File: src/rtl/ubbcl_limb_sequencer_if.sv
// Command/result bundle for ubbcl_limb_sequencer.
// START/X/Y (and SUB when LIMB_SEQ_SUB_EN is defined) flow from the requester
// to the sequencer. BUSY/DONE/S flow back to the requester.
interface ubbcl_limb_sequencer_if #(
  parameter int LIMBS = 4
);
  localparam int W = 11 * LIMBS;

  logic         START;
  logic [W-1:0] X;
  logic [W-1:0] Y;
`ifdef LIMB_SEQ_SUB_EN
  logic         SUB;
`endif
  logic         BUSY;
  logic         DONE;
  logic [W:0]   S;

  modport master (
    output START, X, Y,
`ifdef LIMB_SEQ_SUB_EN
    output SUB,
`endif
    input  BUSY, DONE, S
  );

  modport slave (
    input  START, X, Y,
`ifdef LIMB_SEQ_SUB_EN
    input  SUB,
`endif
    output BUSY, DONE, S
  );
endinterface

File: src/rtl/ubbcl_limb_sequencer.sv
// ubbcl_limb_sequencer: wide (11*LIMBS)-bit adder built from one 11-bit
// carry look-ahead block. The block is reused once per limb, least significant
// limb first, and the carry is registered between limbs.
// Optional feature macro: LIMB_SEQ_SUB_EN adds the SUB input. When SUB=1,
// X - Y is computed as X + ~Y + 1. S[W] is then the no-borrow flag.
module ubbcl_limb_sequencer #(
  parameter int LIMBS = 4
) (
  input logic                   CLK,
  input logic                   RST,
  ubbcl_limb_sequencer_if.slave bus
);
  localparam int W  = 11 * LIMBS;
  localparam int CW = (LIMBS > 1) ? $clog2(LIMBS) : 1;
  localparam logic [CW-1:0] CNT_LAST = CW'(LIMBS - 1);

  typedef enum logic [0:0] {
    ST_IDLE = 1'b0,
    ST_RUN  = 1'b1
  } state_t;

  // 11-bit block carry look-ahead primitive with carry in.
  // Returns {carry_out, sum[10:0]}.
  function automatic logic [11:0] pri_mbcla_10_0(
    input logic [10:0] a,
    input logic [10:0] b,
    input logic        ci
  );
    logic [10:0] g;
    logic [10:0] p;
    logic [11:0] c;
    g    = a & b;
    p    = a ^ b;
    c[0] = ci;
    for (int i = 0; i < 11; i++) begin
      c[i+1] = g[i] | (p[i] & c[i]);
    end
    return {c[11], p ^ c[10:0]};
  endfunction

  state_t          state_r;
  state_t          state_nxt_s;
  logic            accept_s;
  logic            step_s;
  logic            finish_s;

  logic [W-1:0]    opx_r;
  logic [W-1:0]    opy_r;
  logic [W-1:0]    acc_r;
  logic            carry_r;
  logic [CW-1:0]   cnt_r;
  logic            busy_r;
  logic            done_r;
  logic [W:0]      s_r;

  logic [11:0]     sum_s;
  logic [W+10:0]   acc_shift_s;
  logic [W-1:0]    acc_nxt_s;
  logic [W-1:0]    opy_in_s;
  logic            carry_in_s;

  // The shared limb adder works on the low limb of the shifting operands.
  assign sum_s       = pri_mbcla_10_0(opx_r[10:0], opy_r[10:0], carry_r);
  // The new limb enters at the top. The oldest limb ends up at bit 0 after
  // LIMBS steps. The wide concatenation keeps LIMBS=1 free of empty slices.
  assign acc_shift_s = {sum_s[10:0], acc_r};
  assign acc_nxt_s   = acc_shift_s[W+10:11];

`ifdef LIMB_SEQ_SUB_EN
  // Subtraction is addition of the one's complement with an initial carry of 1.
  always_comb begin
    if (bus.SUB) begin
      opy_in_s   = ~bus.Y;
      carry_in_s = 1'b1;
    end else begin
      opy_in_s   = bus.Y;
      carry_in_s = 1'b0;
    end
  end
`else
  assign opy_in_s   = bus.Y;
  assign carry_in_s = 1'b0;
`endif

  // State register.
  always_ff @(posedge CLK or posedge RST) begin
    if (RST) begin
      state_r <= ST_IDLE;
    end else begin
      state_r <= state_nxt_s;
    end
  end

  // Next-state and per-edge control decode.
  // START is only looked at while idle, so requests during a run are dropped.
  always_comb begin
    state_nxt_s = state_r;
    accept_s    = 1'b0;
    step_s      = 1'b0;
    finish_s    = 1'b0;
    case (state_r)
      ST_IDLE: begin
        if (bus.START) begin
          state_nxt_s = ST_RUN;
          accept_s    = 1'b1;
        end else begin
          state_nxt_s = ST_IDLE;
        end
      end
      ST_RUN: begin
        step_s = 1'b1;
        if (cnt_r == CNT_LAST) begin
          finish_s    = 1'b1;
          state_nxt_s = ST_IDLE;
        end else begin
          state_nxt_s = ST_RUN;
        end
      end
      default: begin
        state_nxt_s = ST_IDLE;
      end
    endcase
  end

  // Operand capture, limb stepping and result/flag registers.
  // S is written only on the final step, so partial sums never reach it.
  always_ff @(posedge CLK or posedge RST) begin
    if (RST) begin
      opx_r   <= {W{1'b0}};
      opy_r   <= {W{1'b0}};
      acc_r   <= {W{1'b0}};
      carry_r <= 1'b0;
      cnt_r   <= {CW{1'b0}};
      busy_r  <= 1'b0;
      done_r  <= 1'b0;
      s_r     <= {(W+1){1'b0}};
    end else begin
      busy_r <= (state_nxt_s == ST_RUN);
      done_r <= finish_s;
      if (accept_s) begin
        opx_r   <= bus.X;
        opy_r   <= opy_in_s;
        carry_r <= carry_in_s;
        cnt_r   <= {CW{1'b0}};
      end else if (step_s) begin
        opx_r   <= opx_r >> 4'd11;
        opy_r   <= opy_r >> 4'd11;
        carry_r <= sum_s[11];
        cnt_r   <= cnt_r + CW'(1);
        acc_r   <= acc_nxt_s;
      end else begin
        opx_r   <= opx_r;
        opy_r   <= opy_r;
        carry_r <= carry_r;
        cnt_r   <= cnt_r;
        acc_r   <= acc_r;
      end
      if (finish_s) begin
        s_r <= {sum_s[11], acc_nxt_s};
      end else begin
        s_r <= s_r;
      end
    end
  end

  assign bus.BUSY = busy_r;
  assign bus.DONE = done_r;
  assign bus.S    = s_r;

endmodule
File: src/flat_wrapper.sv
// flat-port wrapper written by rule: the top's interface ports become plain ports
module ubbcl_limb_sequencer_flat 
#(
  parameter int LIMBS = 4
)
  (CLK, RST, bus_START, bus_X, bus_Y, bus_BUSY, bus_DONE, bus_S);
  ubbcl_limb_sequencer_if #(.LIMBS(LIMBS)) bus_i ();
  input logic CLK;
  input logic RST;
  input wire logic [$bits(bus_i.START)-1:0] bus_START;
  input wire logic [$bits(bus_i.X)-1:0] bus_X;
  input wire logic [$bits(bus_i.Y)-1:0] bus_Y;
  output wire logic [$bits(bus_i.BUSY)-1:0] bus_BUSY;
  output wire logic [$bits(bus_i.DONE)-1:0] bus_DONE;
  output wire logic [$bits(bus_i.S)-1:0] bus_S;
  assign bus_i.START = bus_START;
  assign bus_i.X = bus_X;
  assign bus_i.Y = bus_Y;
  assign bus_BUSY = bus_i.BUSY;
  assign bus_DONE = bus_i.DONE;
  assign bus_S = bus_i.S;
  ubbcl_limb_sequencer #(.LIMBS(LIMBS)) u_core (.CLK(CLK), .RST(RST), .bus(bus_i));
endmodule
File: config.mk
export PLATFORM = sky130hd
export DESIGN_NAME = ubbcl_limb_sequencer_flat
export DESIGN_NICKNAME = d
export VERILOG_FILES = /design/src/rtl/ubbcl_limb_sequencer_if.sv /design/src/rtl/ubbcl_limb_sequencer.sv /design/src/flat_wrapper.sv
export SDC_FILE = /design/constraint.sdc
export NUM_CORES = 1
export LEC_CHECK = 0
export BUFFER_PORTS_ARGS = -buffer_cell sky130_fd_sc_hd__buf_2
export CORE_MARGIN = 5
export CORE_UTILIZATION = 60
export CTS_CLUSTER_DIAMETER = 80
export DETAILED_ROUTE_END_ITERATION = 7
export HOLD_SLACK_MARGIN = 0.12
export PLACE_DENSITY = 0.85
export SLEW_MARGIN = 0
export SYNTH_ARGS = -nofsm -noshare
export SYNTH_HDL_FRONTEND = slang
export SYNTH_SLANG_ARGS = --single-unit
File: constraint.sdc
create_clock -name CLK -period 11.5 [get_ports CLK]
set_input_delay 2.3 -clock CLK [delete_from_list [all_inputs] [get_ports CLK]]
set_output_delay 2.3 -clock CLK [all_outputs]
set_load 0.01 [all_outputs]
Word-level counts from Yosys, hierarchy flattened:

Index checks and enable logic that the tools add are counted.

* register bits: 182
* bits in latches: 0
* RAM bits: 0
* memory bits (read-only): 0
* input bits: 91
* output and inout port bits: 47
* memories kept: 0

* add/sub/neg operators: 1
* multipliers: 0
* div/mod/pow operators: 0
* magnitude comparators: 0
* equal/unequal tests: 1
* shift-type cells: 0
* muxes and demuxes: 15
* bitwise gates (word level): 27
* reduce and logical (&&, ||, !) cells: 2

Operators with widths (number)
* $mux 44: 4
* $xor 11x11->11: 2
* $and 1x1->1: 11
* $and 11x11->11: 1
* $or 1x1->1: 11
* $mux 1: 8
* $mux 2: 2
* $add 2x1->2 const B: 1
* $eq 2x2->1 const B: 1
* $not 1->1: 2
* $pmux 1 s2: 1
* $reduce_and 2->1: 1
* $reduce_bool 2->1: 1

Logic depth before layout (Yosys ltp):

* depth after elaboration: 25
* gate-level depth with buffers: 16
* gate-level depth less buffers: 16

Worst setup path after synthesis:

OpenSTA, ideal clock, no wires.

* path type: register -> register
* from: register u_core.carry_r
* to: register u_core.acc_r[43]
* library setup time: 0.077 ns
* arrival time: 5.272 ns
* required time: 11.423 ns
* slack: 6.151 ns
* stages on the path, launching flop included: 16
* buffers on the path: 0
* period minus slack after synthesis: 5.349 ns
* cells stage by stage: dfrtp_1 -> inv_1 -> fa_1 -> inv_1 -> fa_1 -> fa_1 -> fa_1 -> fa_1 -> fa_1 -> fa_1 -> fa_1 -> fa_1 -> fa_1 -> inv_1 -> fa_1 -> a21oi_1

* longest elaborated chain between the ends: 21

RTL lines
* start: declaration: RTL line ubbcl_limb_sequencer.sv:50 `logic carry_r;`
* start signal: assignment: RTL line ubbcl_limb_sequencer.sv:143 `carry_r <= carry_in_s;`
* start signal: assignment: RTL line ubbcl_limb_sequencer.sv:148 `carry_r <= sum_s[11];`
* start signal: assignment: RTL line ubbcl_limb_sequencer.sv:154 `carry_r <= carry_r;`
* $and 1x1->1: RTL line ubbcl_limb_sequencer.sv:36 `c[i+1] = g[i] | (p[i] & c[i]);`
* $or 1x1->1: RTL line ubbcl_limb_sequencer.sv:36
* $and 1x1->1: RTL line ubbcl_limb_sequencer.sv:36
* $or 1x1->1: RTL line ubbcl_limb_sequencer.sv:36
* $and 1x1->1: RTL line ubbcl_limb_sequencer.sv:36
* $or 1x1->1: RTL line ubbcl_limb_sequencer.sv:36
* $and 1x1->1: RTL line ubbcl_limb_sequencer.sv:36
* $or 1x1->1: RTL line ubbcl_limb_sequencer.sv:36
* [... 5 more ...]
* $or 1x1->1: RTL line ubbcl_limb_sequencer.sv:36
* $and 1x1->1: RTL line ubbcl_limb_sequencer.sv:36
* $or 1x1->1: RTL line ubbcl_limb_sequencer.sv:36
* $and 1x1->1: RTL line ubbcl_limb_sequencer.sv:36
* $or 1x1->1: RTL line ubbcl_limb_sequencer.sv:36
* $and 1x1->1: RTL line ubbcl_limb_sequencer.sv:36
* $or 1x1->1: RTL line ubbcl_limb_sequencer.sv:36
* $xor 11x11->11: RTL line ubbcl_limb_sequencer.sv:38 `return {c[11], p ^ c[10:0]};`
* end signal: assignment: RTL line ubbcl_limb_sequencer.sv:131 `acc_r <= {W{1'b0}};`
* end signal: assignment: RTL line ubbcl_limb_sequencer.sv:150 `acc_r <= acc_nxt_s;`
* end signal: assignment: RTL line ubbcl_limb_sequencer.sv:156 `acc_r <= acc_r;`
* end: declaration: RTL line ubbcl_limb_sequencer.sv:49 `logic [W-1:0] acc_r;`

No other way between the ends.
A chain may end at the register's enable or synchronous reset.

Worst setup path after layout:

Same ends and word-level chain as after synthesis.

==> flow_summary.json <==
{
  "grt_pass1_wl_um": 23500,
  "critical_path_class": "register to register",
  "io_pins": 138,
  "rows": 40,
  "ir_drop_mv": 0.113,
  "hold_class": "register to register",
  "tightest_slew_ns": 0.994,
  "port_buffers": 137,
  "cts.sinks": 171,
  "endpoint_kind": "register",
  "crit_top_cell": "fa_1",
  "ys_warn_count": 0,
  "totalWireLength_um": 14300,
  "cts_setup_buffers": 0,
  "clk_pin_slew_ns": 0.06,
  "p_per_area_nw_per_um2": 265,
  "required_ns": 11.84,
  "layout_commonest_cell": "dfrtp_1",
  "synth_seq_cells": 171,
  "grt_setup_unrepaired": "false",
  "ant_nets": 0,
  "grt_util_all_layers_pct": 20.7,
  "cp_slowest_cell": "fa_1",
  "dr.pass1.iters": 4,
  "h-tree-depth": 4,
  "core_um2": 12000,
  "vias": 4505,
  "via_per_inst": 5.34,
  "reg2reg_from": "u_core.carry_r",
  "post_cts_resized": 0,
  "setup_tns_ns": 0,
  "grt_antenna_before_repair": 0,
  "finalMaxSlewViolations": 0,
  "post-synth-top-area-cell": "dfrtp_1",
  "gp_congestion": 0.822,
  "yosysSeqAreaShare_pct": 58.6,
  "netlist_area_um2": 7300,
  "n_antenna_cell": 0,
  "post-route-min-period_ns": 5.54,
  "ys_types": 20,
  "hold_violations": 0,
  "synthCells": 561,
  "p_total_uw": 2280,
  "grt_max_degree": 106,
  "multi_input_comb_area_um2": 2730,
  "drive_gt1_share_pct": 35.4,
  "root_buffer": "clkbuf_16",
  "maxCapViolations": 0,
  "p_leak_uw": 0.00434,
  "drc": 0,
  "outcome": "completed",
  "start_util_pct": 61.0,
  "regArea_um2": 4280,
  "finalCritPeriodShare_pct": 48.2,
  "synth_top_area_share_pct": 58.6,
  "fillers": 848,
  "clockBufferDepth": 2,
  "crit_fanout": 2,
  "die_y_um": 120,
  "final_cell_mix": "dfrtp_1 (170), buf_2 (136), mux2i_1 (90), mux2_2 (67)",
  "area_delta_synth_final_pct": 17.8,
  "skew_ns": 0.00826,
  "grt_pass1_vias": 4728,
  "synthTopCellsByArea": "dfrtp_1 (59%), mux2i_1 (12%), mux2_2 (10%), o21ai_0 (4.5%), nand2_1 (3.4%)",
  "worstPathCellList": "inv_1, fa_1, inv_1, fa_1, fa_1, fa_1, fa_1, fa_1, fa_1, fa_1, fa_1, fa_1, inv_1, fa_1, a21oi_1",
  "setup_viol": 0,
  "wl_per_cell_um": 16.9,
  "fmax_ghz": 0.180,
  "slowest_delay_ns": 0.47,
  "overflow": 0,
  "syn_area_per_cell_um2": 13.0,
  "arrival_ns": 5.88,
  "clk_latency_ns": 0.42,
  "hold_buffers": 0,
  "hold_start": "u_core.opy_r[39]",
  "drtIter0Drc": 345,
  "synth_fp_nets": 664,
  "crit_path_start_kind": "register",
  "relSlewSlack_pct": 33.8,
  "nets": 787,
  "die_w_um": 120,
  "die_area_um2": 14500,
  "tritoncts.num_buffers": 17,
  "tritoncts": "yes",
  "startpoint": "u_core.carry_r",
  "dp_hpwl_um": 9940
}
==> metal layers <==
metal	global-route usage, %	share of wire, %	vias to the layer above	routed length (µm)
met4	7.08	1.6	0	233
li1	-	-	2180	-
met1	27.1	43	2181	6180
met3	5.80	6.1	16	872
met2	33.5	49	128	6980
met5	0	0	-	0
==> stage by stage <==
step                      hold slack [ns]  area, µm²  utilization (%)  instances  setup WS (ns)
final                               0.482       8600             71.9        844           5.96
after global routing                0.508       8600             71.9        844           5.63
after CTS                           0.485       8600             71.9        844           5.91
after detailed placement            0.466       7950             66.5        812           5.95
after global placement              0.459       7950             66.5        812           6.00
after floorplan                     0.449       7300                -        561           4.57
==> synth_stat cells <==
cell type,number
a21oi_1,6
mux2i_1,90
o31ai_1,1
nor2_1,25
dfrtp_1,171
inv_2,1
mux2_2,67
o21ai_0,66
fa_1,11
nand2b_1,1
nand2_1,66
buf_2,13
inv_1,10
a22o_1,1
mux2_4,7
nand2_4,1
buf_4,8
buf_6,9
clkbuf_1,6
ha_1,1
==> critical path: cells and delay by family, from the launching register on <==
| kind | cells | cell delay, ns |
|---|---|---|
| AO/OA/AOI/OAI | 1 | 0.15 |
| adder cells (fa/ha/maj) | 11 | 4.69 |
| buffers and inverters | 3 | 0.25 |
| flip-flops | 1 | 0.36 |
==> flip-flops by register name (all words and copies together), names as in the netlist <==
name             count
u_core.state_r       1
u_core.bus.DONE      1
u_core.acc_r        33
u_core.bus.S        45
u_core.carry_r       1
u_core.cnt_r         2
u_core.opy_r        44
u_core.opx_r        44
==> layout make-up <==
class	instances	area share (%)
multi-input cells	343	31.7
inverters	11	0.539
clock buffers	21	5.24
repair buffers	140	8.27
flip-flops and latches	171	49.8
clock inverters	11	2.24
well taps	147	2.14
==> report_power, final <==
group / internal [µW] / switching (µW) / total, µW
logic: 339 / 298 / 637
clock network: 391 / 223 / 614
registers: 842 / 186 / 1030
total: 1570 / 706 / 2280
==> cell families after synthesis <==
family                   count (synthesis)  share of synthesized area (%)
flip-flops                             171                           58.6
multiplexers                           164                           24.1
AO/OA/AOI/OAI                           74                           5.16
buffers and inverters                   47                           3.98
adder cells (fa/ha/maj)                 12                           3.19
AND/OR/NAND/NOR                         93                           4.92
==> worst paths after layout <==
kind / end / slack, ns / cells after the start
min in group asynchronous: u_core.bus.S[21] / 2.08 / 2
min reg2reg: u_core.opy_r[28] / 0.48 / 2
max in group asynchronous: u_core.state_r / 7.93 / 3
max: u_core.acc_r[43] / 5.96 / 15
min: u_core.opy_r[28] / 0.48 / 2
max reg2reg: u_core.acc_r[43] / 5.96 / 15
(Power assumes the default switching activity.)
